==> config.mk <==
export PLATFORM = sky130hd
export DESIGN_NAME = arbitro_libro_mayor
export DESIGN_NICKNAME = d
export VERILOG_FILES = /design/src/rtl/arbitro_libro_mayor.sv
export SDC_FILE = /design/constraint.sdc
export NUM_CORES = 1
export LEC_CHECK = 0
export ABC_AREA = 1
export ABC_CLOCK_PERIOD_IN_PS = 2200
export CORE_MARGIN = 1.5
export CORE_UTILIZATION = 43
export DETAILED_ROUTE_END_ITERATION = 10
export GPL_ROUTABILITY_DRIVEN = 0
export HOLD_SLACK_MARGIN = 0.03
export PLACE_DENSITY = 0.91
export RECOVER_POWER = 25
export SYNTH_ARGS = -nofsm -noshare
export SYNTH_HDL_FRONTEND = slang
export SYNTH_SLANG_ARGS = --single-unit
export TNS_END_PERCENT = 30
==> constraint.sdc <==
create_clock -name clock -period 2.2 [get_ports clock]
set_input_delay 0.33 -clock clock [delete_from_list [all_inputs] [get_ports clock]]
set_output_delay 0.33 -clock clock [all_outputs]
set_load 0.05 [all_outputs]
==> src/rtl/arbitro_libro_mayor.sv <==
// Round-robin arbiter and sequencer that shares one ledger update engine
// among N_TERM cashier terminals. It grants one terminal, strobes the ledger and waits for completion.
//
// Ports:
//   clock                 rising-edge system clock
//   reset                 asynchronous active-low reset
//   req[N_TERM]           per-terminal request level, held until its ack
//   tipo_trans[N_TERM]    per-terminal type: 0 = deposit, 1 = withdrawal
//   monto[N_TERM*MONTO_W] per-terminal amount, terminal i at [i*MONTO_W +: MONTO_W]
//   ledger_ack            ledger finished the current command (1-cycle pulse)
//   ledger_insuf          valid with ledger_ack: withdrawal refused
//   grant[N_TERM]         one-hot ledger owner, all 0 when free
//   ledger_stb            1-cycle command strobe to the ledger
//   ledger_tipo           latched type of the granted request
//   ledger_monto          latched amount of the granted request
//   ack[N_TERM]           1-cycle completion pulse to the granted terminal
//   fondos_insuficientes  valid with ack: insufficient funds
//   error_timeout         valid with ack: ledger never answered
//   ocupado               high whenever the sequencer is not idle
module arbitro_libro_mayor #(
    parameter int N_TERM  = 4,
    parameter int MONTO_W = 32,
    parameter int TIMEOUT = 1000
) (
    input  logic                      clock,
    input  logic                      reset,
    input  logic [N_TERM-1:0]         req,
    input  logic [N_TERM-1:0]         tipo_trans,
    input  logic [N_TERM*MONTO_W-1:0] monto,
    input  logic                      ledger_ack,
    input  logic                      ledger_insuf,
    output logic [N_TERM-1:0]         grant,
    output logic                      ledger_stb,
    output logic                      ledger_tipo,
    output logic [MONTO_W-1:0]        ledger_monto,
    output logic [N_TERM-1:0]         ack,
    output logic                      fondos_insuficientes,
    output logic                      error_timeout,
    output logic                      ocupado
);

    localparam int PW = (N_TERM > 1) ? $clog2(N_TERM) : 1;
    localparam int TW = (TIMEOUT > 1) ? $clog2(TIMEOUT) : 1;

    typedef enum logic [1:0] {
        IDLE,
        ISSUE,
        WAIT,
        RELEASE
    } state_t;

    state_t              r_state;
    logic [PW-1:0]       r_ptr;
    logic [PW-1:0]       r_win;
    logic [TW-1:0]       r_timer;
    logic                r_abort;
    logic [N_TERM-1:0]   r_grant;
    logic                r_stb;
    logic                r_tipo;
    logic [MONTO_W-1:0]  r_monto;
    logic [N_TERM-1:0]   r_ack;
    logic                r_insuf;
    logic                r_tout;
    logic                r_ocupado;

    logic [PW-1:0]       w_win;
    logic [N_TERM-1:0]   w_onehot;
    logic                w_tipo;
    logic [MONTO_W-1:0]  w_monto;
    logic                w_req_own;
    logic                w_done;
    logic [PW-1:0]       w_ptr_next;

    // First set request scanning upward from ptr, wrapping at N_TERM.
    // The scan runs from the farthest candidate back to ptr so the
    // closest one is written last and wins.
    function automatic logic [PW-1:0] pick(
        input logic [N_TERM-1:0] r,
        input logic [PW-1:0]     p
    );
        logic [PW-1:0] w;
        int            idx;
        w = '0;
        for (int k = N_TERM - 1; k >= 0; k--) begin
            idx = int'(p) + k;
            if (idx >= N_TERM) begin
                idx = idx - N_TERM;
            end
            if (r[idx[PW-1:0]]) begin
                w = PW'(idx);
            end
        end
        return w;
    endfunction

    always_comb begin
        w_win    = pick(req, r_ptr);
        w_onehot = N_TERM'(1) << w_win;
    end

    // Operand mux for the winning terminal.
    always_comb begin
        w_tipo  = 1'b0;
        w_monto = '0;
        for (int i = 0; i < N_TERM; i++) begin
            if (PW'(i) == w_win) begin
                w_tipo  = tipo_trans[i];
                w_monto = monto[i*MONTO_W +: MONTO_W];
            end
        end
    end

    // Owner still holding its request line.
    assign w_req_own = |(req & r_grant);

    // Ledger answer wins over a coinciding timeout.
    assign w_done = ledger_ack || (r_timer == TW'(TIMEOUT - 1));

    assign w_ptr_next = (r_win == PW'(N_TERM - 1)) ? '0 : r_win + PW'(1);

    always_ff @(posedge clock or negedge reset) begin
        if (!reset) begin
            r_state   <= IDLE;
            r_ptr     <= '0;
            r_win     <= '0;
            r_timer   <= '0;
            r_abort   <= 1'b0;
            r_grant   <= '0;
            r_stb     <= 1'b0;
            r_tipo    <= 1'b0;
            r_monto   <= '0;
            r_ack     <= '0;
            r_insuf   <= 1'b0;
            r_tout    <= 1'b0;
            r_ocupado <= 1'b0;
        end else begin
            // Completion flags are single-cycle pulses.
            r_ack   <= '0;
            r_insuf <= 1'b0;
            r_tout  <= 1'b0;
            unique case (r_state)
                IDLE: begin
                    if (|req) begin
                        r_grant   <= w_onehot;
                        r_win     <= w_win;
                        r_stb     <= 1'b1;
                        r_tipo    <= w_tipo;
                        r_monto   <= w_monto;
                        r_timer   <= '0;
                        r_abort   <= 1'b0;
                        r_ocupado <= 1'b1;
                        r_state   <= ISSUE;
                    end
                end
                ISSUE: begin
                    r_stb   <= 1'b0;
                    r_state <= WAIT;
                    if (!w_req_own) begin
                        r_abort <= 1'b1;
                    end
                end
                WAIT: begin
                    r_timer <= r_timer + TW'(1);
                    if (w_done) begin
                        // A requester that walked away gets no ack,
                        // but the status flags still report the outcome.
                        r_ack   <= (r_abort || !w_req_own) ? '0 : r_grant;
                        r_insuf <= ledger_ack & ledger_insuf;
                        r_tout  <= !ledger_ack;
                        r_state <= RELEASE;
                    end else if (!w_req_own) begin
                        r_abort <= 1'b1;
                    end
                end
                RELEASE: begin
                    if (!w_req_own) begin
                        r_grant   <= '0;
                        r_ptr     <= w_ptr_next;
                        r_ocupado <= 1'b0;
                        r_state   <= IDLE;
                    end
                end
                default: begin
                    r_state <= IDLE;
                end
            endcase
        end
    end

    assign grant                = r_grant;
    assign ledger_stb           = r_stb;
    assign ledger_tipo          = r_tipo;
    assign ledger_monto         = r_monto;
    assign ack                  = r_ack;
    assign fondos_insuficientes = r_insuf;
    assign error_timeout        = r_tout;
    assign ocupado              = r_ocupado;

endmodule

==> metrics.txt, run 1 <==
WP data required 2.43 ns; Inst Count DP 1022; Worst-Margin Slew 1.381 ns; CTS Buffer Depth 2; DP HPWL 10490 um; Synth area leader dfrtp_1; Clk Tree Root Cell clkbuf_8; Row Count 36; HP Class register to register; MaxCap Viol Count 0; Max IR drop VDD 0.9097 mV; Synth top area share 35.64%; ant diodes 0; Clk pin slew, worst setup/hold paths 0.07 ns; dpl ws -0.08188 ns; Post-synth top flop dfrtp_1; final hold vios 0; Syn Std Cell Area 0.004353 mm^2; Crit path arrival time ~2.2 ns; crit start category primary input; worst skew pair latency 0.34 ns; PortBufs 184; 1st-iter DRT viols 239; pin count of the biggest net entering global routing 63; RSZ-0062 raised after global routing false; cts bufs inserted 9; final max-slew violation count 0; nets 1047; Placeable Area around 0.01 mm^2; Static Leak about 3.6 nW; Synth area leaders dfrtp_1 36%, nand2_1 23%, inv_1 12%; Post-Syn Instances 711; most frequent cells after synthesis 263 x nand2_1, 141 x inv_1, 89 x nand3_1, 62 x dfrtp_1, 58 x nor2_1; First-pass DRT Iterations 5; total track usage 25.99%; R2R Setup Slk roughly 0.26 ns; Routed WL per cell 13.12 um; clk_skew between 0.009 and 0.01 ns; Ports 185; antenna violations before repair 0; share of layout cells above drive strength 1 6.071%; status complete, no violations; # setup viols final 0; worst relative slew slack 7.920%; Fmax 0.5090 GHz; syn_nets 857; syn avg cell area 6.122 um^2; initial cell density of the core 44.53%; most frequent cell after synthesis nand2_1; asr flop ratio synth 100.0%; final non-filler cell total between 1000 and 1500; CTS tree built; CTS H-Tree Depth 3; Power per Cell Area 1619 mW/mm^2; total grt overflow 0; Chip Width 103.6 um; classification of the worst setup path primary input to register; clk sinks 62; Setup crit end kind register; area delta synth->final 52.37%; fin crit period 1.965 ns; first-pass GRT wire length 22660 um; Crit Path Max Fanout 23; Seq cells post-synth between 60 and 70; EDFF count, synth 0; PnR worst setup slack 0.2353 ns; sequential area share after synthesis 35.64%; total wire length 13630 um; Post-DRT Antenna Nets 0; DIE HEIGHT ~100 um; drc violations 0; synthesis warning total 0; vias in the first global route 4980; final period utilization roughly 89%; Netlist cell types 27; routed vias/inst slightly below 5; Setup Fix Bufs, Post-CTS 0; routed vias 4995; die footprint 0.01074 mm^2; Layout fillers 833
per-stage QoR:
step / instance area [um^2] / TNS, ns / total power (W) / hold slack, ns / util [%]
floorplan: 4353 / 0 / 0.007344 / 0.03441 / -
global placement: 6402 / -0.02979 / 0.009404 / 0.3708 / 65.50
detailed placement: 6402 / -0.6178 / 0.009584 / 0.3695 / 65.50
CTS: 6644 / 0 / 0.01078 / 0.4855 / 67.97
global route: 6633 / 0 / 0.01171 / 0.5152 / 67.86
finish: 6633 / 0 / 0.01074 / 0.4789 / 67.86
sequential cells by signal (all words and copies together) (netlist names), 2 cells and up:
signal	count
ack	4
r_timer	10
grant	4
ledger_monto	32
r_ptr	2
r_state	2
r_win	2
cells by family after synthesis:
group	synth area share (%)
and+or+nand+nor	40.56
adders and majority gates	1.725
xor gates and xnor gates	0.2012
DFF	35.64
buffers and inverters	17.51
AOI/OAI and AO/OA	4.369
power breakdown:
part	switching [W]	internal, W
clock	0.000482	0.000676
combinational	0.00494	0.00276
sequential	0.000278	0.00159
total	0.00570	0.00503
routing by layer:
| layer | up-vias | part of all wire [%] | track usage, % |
|---|---|---|---|
| li1 | 2506 | - | - |
| met1 | 2215 | 40 | 29.30 |
| met2 | 229 | 48 | 44.81 |
| met3 | 45 | 7.7 | 6.797 |
| met4 | 0 | 4.5 | 14.19 |
| met5 | - | 0 | 0 |
final timing paths:
check | startpoint | endpoint | cells after the start
max | req[0] | ledger_monto[23]$_DFFE_PN0P_ | 15
min | ledger_monto[9]$_DFFE_PN0P_ | ledger_monto[9]$_DFFE_PN0P_ | 2
max reg2reg | r_ptr[0]$_DFFE_PN0P_ | ledger_monto[23]$_DFFE_PN0P_ | 13
min reg2reg | ledger_monto[9]$_DFFE_PN0P_ | ledger_monto[9]$_DFFE_PN0P_ | 2
max in group asynchronous | reset | r_ptr[0]$_DFFE_PN0P_ | 3
min in group asynchronous | reset | ledger_monto[21]$_DFFE_PN0P_ | 3
timing repair:
item                       4_1_cts  5_1_grt
setup endpoints to repair        0        2
hold buffers                     1        0
hold endpoints to repair        62        0
resized for setup                0        2
cell usage in the layout (no fill, tap or decap):
master,instances
a21oi_1,7
a22oi_1,1
a31oi_1,2
buf_12,4
buf_2,2
buf_4,20
bufinv_16,2
clkbuf_8,10
clkdlybuf4s50_1,183
clkinv_1,1
clkinv_4,2
clkinvlp_4,1
dfrtp_1,61
dfrtp_2,1
dlygate4sd3_1,1
ha_1,6
inv_1,141
inv_2,5
inv_4,1
inv_6,1
nand2_1,263
nand2_2,2
nand3_1,89
nand4_1,2
nor2_1,57
nor2_2,1
nor2_4,2
nor3_1,11
nor4_1,1
o21ai_0,16
o21ai_1,2
o22ai_1,3
o32ai_1,3
or2_2,1
xor2_1,1
worst max-delay path: stages:
cell             delay, ns
clkdlybuf4s50_1       0.49
inv_1                 0.08
nand2_1               0.09
nand3_1               0.10
nand2_1               0.09
nand3_1               0.08
nand2_1               0.06
nand2_1               0.05
nand2_2               0.13
buf_4                 0.30
nand3_1               0.12
nand3_1               0.10
nand2_1               0.05
nand2_1               0.06
nand2_1               0.05
area by class of cell:
class                   count  area, um^2  share of cell area (%)
clock inverters             6       93.84                   1.415
clock buffers              10       137.6                   2.075
multi-input cells         470        2042                   30.79
inverters                 148       558.0                   8.414
well taps                 133       166.4                   2.509
flip-flops and latches     62        1553                   23.41
repair buffers            210        2082                   31.39
Note: power is estimated with default switching activity, not from simulation.
==> run 2: changes to the inputs <==
--- a/config.mk
+++ b/config.mk
@@ -17,4 +17,4 @@
 export SYNTH_ARGS = -nofsm -noshare
 export SYNTH_HDL_FRONTEND = slang
 export SYNTH_SLANG_ARGS = --single-unit
-export TNS_END_PERCENT = 30
+export TNS_END_PERCENT = 100
==> results of run 2 <==
Same layout as run 1: the final DEF is identical, and so are final timing and power.
==> run 3: changes to the inputs <==
--- a/config.mk
+++ b/config.mk
@@ -10,7 +10,6 @@
 export CORE_MARGIN = 1.5
 export CORE_UTILIZATION = 43
 export DETAILED_ROUTE_END_ITERATION = 10
-export GPL_ROUTABILITY_DRIVEN = 0
 export HOLD_SLACK_MARGIN = 0.03
 export PLACE_DENSITY = 0.91
 export RECOVER_POWER = 25
==> results of run 3 <==
Same layout as run 1: the final DEF is identical, and so are final timing and power.
